--- config.mk ---
export PLATFORM = sky130hd
export DESIGN_NAME = wb_port_arbiter
export DESIGN_NICKNAME = d
export VERILOG_FILES = /design/src/rtl/wb_pkg.sv /design/src/rtl/wb_lane_mux.sv /design/src/rtl/wb_port_arbiter.sv
export SDC_FILE = /design/constraint.sdc
export NUM_CORES = 1
export LEC_CHECK = 0
export ABC_AREA = 1
export CORE_ASPECT_RATIO = 1.1
export CORE_MARGIN = 2
export CORE_UTILIZATION = 39
export DETAILED_ROUTE_END_ITERATION = 12
export PLACE_DENSITY = 0.76
export SYNTH_ARGS = -nofsm -noshare
export SYNTH_HDL_FRONTEND = slang
export SYNTH_SLANG_ARGS = --single-unit
--- constraint.sdc ---
create_clock -name clk -period 2.83 [get_ports clk]
set_input_delay 0.566 -clock clk [delete_from_list [all_inputs] [get_ports clk]]
set_output_delay 0.566 -clock clk [all_outputs]
set_load 0.01 [all_outputs]
--- src/rtl/wb_pkg.sv ---
// Shared widths, instruction field positions and the queued writeback entry
// type for the register-file write-port arbiter.
package wb_pkg;

    localparam int DATA_W   = 16;
    localparam int AW       = 3;
    localparam int INSTR_W  = 16;
    localparam int DEST_MSB = 10;
    localparam int DEST_LSB = 8;

    typedef struct packed {
        logic [AW-1:0]     dest;
        logic [DATA_W-1:0] data;
    } wb_entry_t;

endpackage

--- src/rtl/wb_lane_mux.sv ---
// Per-lane writeback formation: picks load or ALU result and extracts the
// destination register from the instruction word.
module wb_lane_mux
    import wb_pkg::*;
(
    input  logic               isld,
    input  logic [INSTR_W-1:0] instr,
    input  logic [DATA_W-1:0]  ldresult,
    input  logic [DATA_W-1:0]  aluresult,
    output wb_entry_t          entry
);

    // Result source select and destination field extraction
    always_comb begin
        entry      = '0;
        entry.dest = instr[DEST_MSB:DEST_LSB];
        if (isld) begin
            entry.data = ldresult;
        end else begin
            entry.data = aluresult;
        end
    end

endmodule

--- src/rtl/wb_port_arbiter.sv ---
// Funnels two writeback lanes into the single register-file write port via an
// in-order queue, dropping same-cycle WAW older results and exposing a lookup.
module wb_port_arbiter
    import wb_pkg::*;
#(
    parameter int DEPTH = 4
) (
    input  logic                     clk,
    input  logic                     rst_n,
    input  logic                     in0_valid,
    input  logic                     in0_isld,
    input  logic [INSTR_W-1:0]       in0_instr,
    input  logic [DATA_W-1:0]        in0_ldresult,
    input  logic [DATA_W-1:0]        in0_aluresult,
    input  logic                     in1_valid,
    input  logic                     in1_isld,
    input  logic [INSTR_W-1:0]       in1_instr,
    input  logic [DATA_W-1:0]        in1_ldresult,
    input  logic [DATA_W-1:0]        in1_aluresult,
    output logic                     in_ready,
    output logic                     rf_we,
    output logic [AW-1:0]            rf_waddr,
    output logic [DATA_W-1:0]        rf_wdata,
    output logic [$clog2(DEPTH):0]   occupancy,
    input  logic [AW-1:0]            query_addr,
    output logic                     query_hit,
    output logic [DATA_W-1:0]        query_data
);

    localparam int PW = $clog2(DEPTH);
    localparam int CW = PW + 1;

    wb_entry_t        lane0_s;
    wb_entry_t        lane1_s;
    wb_entry_t        mem_r [DEPTH];
    logic [PW-1:0]    head_r;
    logic [PW-1:0]    tail_r;
    logic [CW-1:0]    count_r;

    logic             in_ready_s;
    logic             coalesce_s;
    logic             wr0_s;
    logic             wr1_s;
    logic             deq_s;
    logic [1:0]       n_enq_s;
    logic [PW-1:0]    slot1_s;
    logic             query_hit_s;
    logic [DATA_W-1:0] query_data_s;

    wb_lane_mux u_lane0 (
        .isld      (in0_isld),
        .instr     (in0_instr),
        .ldresult  (in0_ldresult),
        .aluresult (in0_aluresult),
        .entry     (lane0_s)
    );

    wb_lane_mux u_lane1 (
        .isld      (in1_isld),
        .instr     (in1_instr),
        .ldresult  (in1_ldresult),
        .aluresult (in1_aluresult),
        .entry     (lane1_s)
    );

    // Accept/coalesce decision and slot assignment for this cycle's lanes
    always_comb begin
        in_ready_s = (count_r <= CW'(DEPTH - 2));
        coalesce_s = in0_valid && in1_valid && (lane0_s.dest == lane1_s.dest);
        wr0_s      = in_ready_s && in0_valid && !coalesce_s;
        wr1_s      = in_ready_s && in1_valid;
        deq_s      = (count_r != '0);
        n_enq_s    = {1'b0, wr0_s} + {1'b0, wr1_s};
        if (wr0_s) begin
            slot1_s = tail_r + PW'(1'b1);
        end else begin
            slot1_s = tail_r;
        end
    end

    // Pointer and count state; reset discards everything queued
    always_ff @(posedge clk or negedge rst_n) begin
        if (!rst_n) begin
            head_r  <= '0;
            tail_r  <= '0;
            count_r <= '0;
        end else begin
            if (deq_s) begin
                head_r <= head_r + PW'(1'b1);
            end
            tail_r  <= tail_r + PW'(n_enq_s);
            count_r <= count_r + CW'(n_enq_s) - CW'(deq_s);
        end
    end

    // Queue storage writes; lane 0 is older so it takes the lower slot
    always_ff @(posedge clk or negedge rst_n) begin
        if (!rst_n) begin
            for (int i = 0; i < DEPTH; i++) begin
                mem_r[i] <= '0;
            end
        end else begin
            if (wr0_s) begin
                mem_r[tail_r] <= lane0_s;
            end
            if (wr1_s) begin
                mem_r[slot1_s] <= lane1_s;
            end
        end
    end

    // Pending-write lookup; walking oldest to youngest lets the youngest match win
    always_comb begin
        logic [PW-1:0] idx_v;
        query_hit_s  = 1'b0;
        query_data_s = '0;
        idx_v        = '0;
        for (int k = 0; k < DEPTH; k++) begin
            idx_v = head_r + PW'(k);
            if ((CW'(k) < count_r) && (mem_r[idx_v].dest == query_addr)) begin
                query_hit_s  = 1'b1;
                query_data_s = mem_r[idx_v].data;
            end else begin
                query_hit_s  = query_hit_s;
                query_data_s = query_data_s;
            end
        end
    end

    assign in_ready   = in_ready_s;
    assign rf_we      = deq_s;
    assign rf_waddr   = mem_r[head_r].dest;
    assign rf_wdata   = mem_r[head_r].data;
    assign occupancy  = count_r;
    assign query_hit  = query_hit_s;
    assign query_data = query_data_s;

endmodule
# ---- Word level (Yosys, flattened, before mapping)
# Cells that the tools add are included.
dict set report op_classes {
  n_addsub 8
  mul 0
  div_mod_pow 0
  n_lt_le_gt_ge 13
  n_eq_ne 5
  n_shift 0
  n_mux 31
  bitwise 6
  reduce_logical 13
}
# operator n
set ops {}
lappend ops {{$mux W19} 10}
lappend ops {{$bmux W19 S2} 4}
lappend ops {{$bwmux W76} 2}
lappend ops {{$mux W76} 2}
lappend ops {{$mux W16} 6}
lappend ops {{$demux W19 S2} 2}
lappend ops {{$ge A3 B3 Y1 const B} 6}
lappend ops {{$not A2 Y3} 6}
lappend ops {{$eq A3 B3 Y1} 5}
lappend ops {{$logic_and A1 B1 Y1} 11}
lappend ops {{$lt A1 B3 Y1 const A} 2}
lappend ops {{$lt A2 B3 Y1 const A} 2}
lappend ops {{$lt A3 B1 Y1 const B} 2}
lappend ops {{$add A2 B1 Y2 const B} 2}
lappend ops {{$add A2 B2 Y2 const B} 2}
lappend ops {{$mux W1} 4}
lappend ops {{$add A3 B2 Y3} 1}
lappend ops {{$le A3 B2 Y1 const B} 1}
lappend ops {{$reduce_bool A3 Y1} 1}
lappend ops {{$sub A3 B1 Y3} 1}
lappend ops {{$add A1 B1 Y2} 1}
lappend ops {{$add A2 B2 Y2} 1}
lappend ops {{$mux W2} 1}
lappend ops {{$logic_not A1 Y1} 1}
dict set report word_totals {
  regBits 83
  latch_bits 0
  ram_bits 0
  rom_bits 0
  in_bits 105
  output_inout_bits 41
  wordCells 87
  n_memories 0
}

# ---- Depth between registers and ports, before layout
dict set report depth {
  depth_word 12
  ltp_mapped 17
  depth_no_buf 16
}

# ---- By module
# A second synthesis with hierarchy kept.
dict set report unflattened {
  hier_cells 1306
  hier_area_um2 7795.0
}
# module instances cells_each area_per_inst_um2 seq_area_each_um2
set by_module_without_submodules {}
lappend by_module_without_submodules {wb_port_arbiter 1 1196 7262.0 2077.0}
lappend by_module_without_submodules {wb_lane_mux 2 55 266.5 0.0}

# ---- Worst setup path before layout
# OpenSTA, ideal clock, no wires.
dict set report synth_path {
  path_kind {reg-to-reg}
  startpoint {reg count_r[2], in the netlist occupancy[2]}
  endpoint {reg count_r[2], in the netlist occupancy[2]}
  setup_ns 0.129
  arrival_ns 2.892
  t_required_ns 2.701
  path_slack_ns -0.191
  stages_incl_launch_ff 15
  n_path_buf 2
  period_less_slack_ns 3.021
  cell_sequence {dfrtp_1 > inv_1 > o21ai_1 > nor2_1 > clkbuf_1 > clkbuf_1 > ha_1 > inv_1 > ha_1 > inv_1 > ha_1 > inv_1 > fa_1 > xnor2_1 > xor2_1}
}
dict set report synth_via {
  elab_chain_cells 6
  elab_cells_between_ends 8
  classes_between {3 x add/sub; 1 x order compare; 4 x reduce/logical}
}
# element line
set synth_rtl {}
lappend synth_rtl {{from (decl)} wb_port_arbiter.sv:38} ;# logic [CW-1:0] count_r;
lappend synth_rtl {{from (signal assigned)} wb_port_arbiter.sv:92} ;# count_r <= count_r + CW'(n_enq_s) - CW'(deq_s);
lappend synth_rtl {{$le A3 B2 Y1} wb_port_arbiter.sv:68} ;# in_ready_s = (count_r <= CW'(DEPTH - 2));
lappend synth_rtl {{$logic_and A1 B1 Y1 (2 in series)} wb_port_arbiter.sv:70} ;# wr0_s = in_ready_s && in0_valid && !coalesce_s;
lappend synth_rtl {{$add A1 B1 Y2} wb_port_arbiter.sv:73} ;# n_enq_s = {1'b0, wr0_s} + {1'b0, wr1_s};
lappend synth_rtl {{$add A3 B2 Y3} wb_port_arbiter.sv:92}
lappend synth_rtl {{$sub A3 B1 Y3 (*)} wb_port_arbiter.sv:92}
# Mark *: on every way between the ends. The rest lies on a longest branch, timed or not.
# A chain may end at the register's enable or synchronous reset.

# ---- Worst setup path after layout
dict set report layout_path {
  startpoint {reg head_r[0]}
  endpoint {out query_data[5]}
}
dict set report layout_via {
  elab_chain_cells 10
  elab_cells_between_ends 31
  classes_between {3 x add/sub; 4 x eq/ne; 16 x mux; 4 x bitwise; 4 x reduce/logical}
}
# element line
set layout_rtl {}
lappend layout_rtl {{from (decl)} wb_port_arbiter.sv:36} ;# logic [PW-1:0] head_r;
lappend layout_rtl {{from (signal assigned)} wb_port_arbiter.sv:89} ;# head_r <= head_r + PW'(1'b1);
lappend layout_rtl {{$add A2 B1 Y2 or $not A2 Y3 (tied branches)} {wb_port_arbiter.sv:119, wb_port_arbiter.sv:120, wb_port_arbiter.sv:122}}
lappend layout_rtl {{$not A2 Y3 (not written as such) or $bmux W19 S2 (tied branches)} {wb_port_arbiter.sv:120, wb_port_arbiter.sv:122}}
lappend layout_rtl {{$bmux W19 S2 or $mux W19 (tied branches)} {wb_port_arbiter.sv:120, wb_port_arbiter.sv:122}}
lappend layout_rtl {{$mux W19 (not written as such)} wb_port_arbiter.sv:122} ;# query_data_s = mem_r[idx_v].data;
lappend layout_rtl {{$mux W19 (not written as such) or $eq A3 B3 Y1 (tied branches)} {wb_port_arbiter.sv:122, wb_port_arbiter.sv:120}}
lappend layout_rtl {{$eq A3 B3 Y1 or $logic_and A1 B1 Y1 (tied branches)} wb_port_arbiter.sv:120} ;# if ((CW'(k) < count_r) && (mem_r[idx_v].dest == query_addr)) begin
lappend layout_rtl {{$logic_and A1 B1 Y1 or $mux W16 (tied branches)} wb_port_arbiter.sv:120}
lappend layout_rtl {{$mux W16 (2 in series)} wb_port_arbiter.sv:120}
lappend layout_rtl {{$mux W16 (*)} wb_port_arbiter.sv:120}
lappend layout_rtl {{to (decl)} wb_port_arbiter.sv:27} ;# output logic [DATA_W-1:0] query_data
# Mark *: on every way between the ends. The rest lies on a longest branch, timed or not. The select of a mux whose other input is x is not followed.

==> results.json <==
{
  "synth_enable_flop_cells": 0,
  "path_class": "register to output port",
  "tightestPinTransition_ns": 0.905,
  "ys_ff_latch": 83,
  "vias_per_cell": 5.23,
  "start_util": 0.396,
  "cp_slowest_cell": "dfrtp_2",
  "relSlewSlack": 0.396,
  "cp_max_fo": 8,
  "synth_largest_area_cell": "nand2_1",
  "netlist_top_cells_count": "nand2_1 (631), o21ai_0 (148), inv_1 (106)",
  "cts_root_buf": "clkbuf_16",
  "cp-startpoint": "head_r[0]",
  "diodes": 0,
  "layout-drive-gt1-share": 0.170,
  "tritoncts": "yes",
  "place_ws_ns": -0.364,
  "holdCritPathClass": "input pin to async pin",
  "grt_pass1_wl_microns": 40800,
  "dieWidth_microns": 139,
  "gp_congestion": 0.908,
  "track_usage": 0.229,
  "clock.fmax_mhz": 337,
  "antenna_found_initial": 0,
  "drc": 0,
  "netlist_area_sq_mm": 0.00781,
  "core-area_sq_mm": 0.0197,
  "grt_setup_unrepaired": "yes",
  "end_kind": "output port",
  "ir_worst_vdd_v": 0.000617,
  "crit_chain": "inv_4 -> buf_12 -> buf_12 -> nand2_2 -> nand3_1 -> nand2_2 -> nand2_1 -> nand2_1 -> nor2_2 -> nand2_4 -> clkbuf_16 -> nor2_1 -> nand2_1 -> nand2_1 -> nand2_1 -> nand2_1 -> buf_2",
  "failed_checks": "setup timing",
  "grt_pass1_vias": 8159,
  "die_area_sq_mm": 0.0212,
  "clock_latency_ns": 0.34,
  "timing.rr.start": "occupancy[0]",
  "totalWireLength_microns": 25600,
  "drtIter0Drc": 947,
  "syn-mean-instance-area_sq_um": 5.98,
  "yosys.cell_types.count": 32,
  "ys_warn_count": 0,
  "fin_crit_sh": 1.05,
  "stdcell_count": 1714,
  "setup_ws_ns": -0.138,
  "dpl.hpwl_microns": 16900,
  "slowest_delay_ns": 0.44,
  "p_per_area_mw_per_mm2": 1350,
  "status": "finished, violations left",
  "htree_levels": 3,
  "routedWlPerCell_microns": 14.9,
  "ys.flop_type": "dfrtp_1",
  "final_max_slew_viol_count": 0,
  "ant_nets": 0,
  "ios": 146,
  "synth_top_area_share": 0.303,
  "worstPathArrival_ns": 2.40,
  "cts_buffer_depth": 2,
  "num_rows": 54,
  "required_ns": 2.26,
  "yosys-top-cells-area": "nand2_1 (30%), dfrtp_1 (27%), o21ai_0 (9.5%)",
  "synthArstFlopShare": 1.00,
  "vias": 8963,
  "first_pass_iters": 5,
  "period_minus_slack_ns": 2.97,
  "grt_max_degree": 75,
  "syn_inst": 1306,
  "p_leak_nw": 5.75,
  "cp-start-kind": "register",
  "hold_violations": 0,
  "die_h_microns": 152,
  "cap_violations": 0,
  "path_clk_slew_ns": 0.07,
  "clock_skew_ns": 0.00490,
  "cts_sinks": 83,
  "overflow": 0,
  "report.final.setup_viol": 18,
  "syn2layout_area_growth_pct": 37.5,
  "cts_hold_buf": 0,
  "synth.most_common_cell": "nand2_1",
  "portBuffers": 119,
  "nNetsFinal": 1572,
  "synthesis.nets": 1421,
  "cpMostUsedCell": "nand2_1",
  "numCtsBuffers": 9,
  "yosysSeqAreaShare": 0.266,
  "dp.cells": 1668
}
==> final cells by class <==
class / count / area, sq um
Fill cell: 1841 / 8990
Multi-Input combinational cell: 1031 / 5240
Timing Repair Buffer: 222 / 2370
Sequential cell: 83 / 2080
Inverter: 110 / 417
Tap cell: 252 / 315
Clock buffer: 11 / 243
Clock inverter: 5 / 85.1
==> placed cells by master (no fill, tap or decap), types with 8 or more instances in the layout <==
| cell | instances |
|---|---|
| clkdlybuf4s50_1 | 84 |
| o21ai_0 | 129 |
| nand3_1 | 31 |
| nand2_1 | 597 |
| buf_12 | 19 |
| nand2_2 | 33 |
| inv_1 | 104 |
| buf_4 | 69 |
| o21ai_1 | 24 |
| clkbuf_16 | 13 |
| dfrtp_1 | 82 |
| nand4_1 | 71 |
| ha_1 | 9 |
| dlymetal6s2s_1 | 13 |
| buf_2 | 12 |
| nor2_1 | 22 |
| buf_6 | 10 |
| mux2_2 | 16 |
| mux2i_1 | 32 |
| nand2_4 | 8 |
| nand3_2 | 23 |
==> metal layers <==
layer	track usage	vias up	part of all wire
met2	0.354	416	0.46
met5	0	-	0
met3	0.0248	51	0.067
li1	-	4487	-
met4	0.0774	0	0.027
met1	0.333	4009	0.44
==> path summary, 6_finish.rpt <==
check | to | slack, ns | cells past startpoint
setup reg to reg | occupancy[2] | 0.22 | 14
hold / removal | mem_r[26] | 0.32 | 1
hold reg to reg | occupancy[0] | 0.54 | 1
setup / recovery | query_data[5] | -0.14 | 17
min in group clk | occupancy[0] | 0.54 | 1
max in group asynchronous | mem_r[33] | 1.78 | 2
==> state kept, by name, indices dropped and copies added (netlist names) <==
| signal | count |
|---|---|
| mem_r | 76 |
| occupancy | 3 |
| tail_r | 2 |
| head_r | 2 |
==> metrics by stage <==
stage | TNS [ns] | hold WS (ns) | utilization | power [mW] | area, sq um
5_1_grt | -4.42 | 0.415 | 0.545 | 15.9 | 10700
4_1_cts | -0.364 | 0.376 | 0.520 | 13.3 | 10300
6_report | -1.75 | 0.323 | 0.545 | 14.6 | 10700
3_5_place_dp | -6.03 | 0.526 | 0.488 | 11.5 | 9620
3_3_place_gp | -5.73 | 0.539 | 0.488 | 11.2 | 9620
2_1_floorplan | 0 | 0.270 | - | 8.13 | 7820
==> power breakdown <==
| group | switching, mW | internal, mW | total (mW) | leakage, nW |
|---|---|---|---|---|
| registers | 0.598 | 1.76 | 2.35 | 1.04 |
| clock network | 0.487 | 0.802 | 1.29 | 0.156 |
| logic | 6.31 | 4.60 | 10.9 | 4.56 |
==> what timing repair did <==
| action | 4_1_cts | 5_1_grt |
|---|---|---|
| setup endpoints to repair | 34 | 31 |
| pin swaps | 17 | 29 |
| buffers inserted | 14 | 6 |
| resized for setup | 123 | 94 |
| cloned | 5 | 8 |
==> logic make-up after synthesis <==
group	synth area share
AOI/OAI and AO/OA	0.105
xor gates and xnor gates	0.0149
adders and majority gates	0.0170
buffers and inverters	0.108
DFF	0.266
muxes	0.0640
and+or+nand+nor	0.426
==> critical path: cells and delay by family, from the launching register on <==
kind	cells	cell delay (ns)
AND/OR/NAND/NOR	12	0.97
buffers and inverters	5	0.63
flip-flops	1	0.44
No activity file was read; power rests on OpenSTA's default activity.
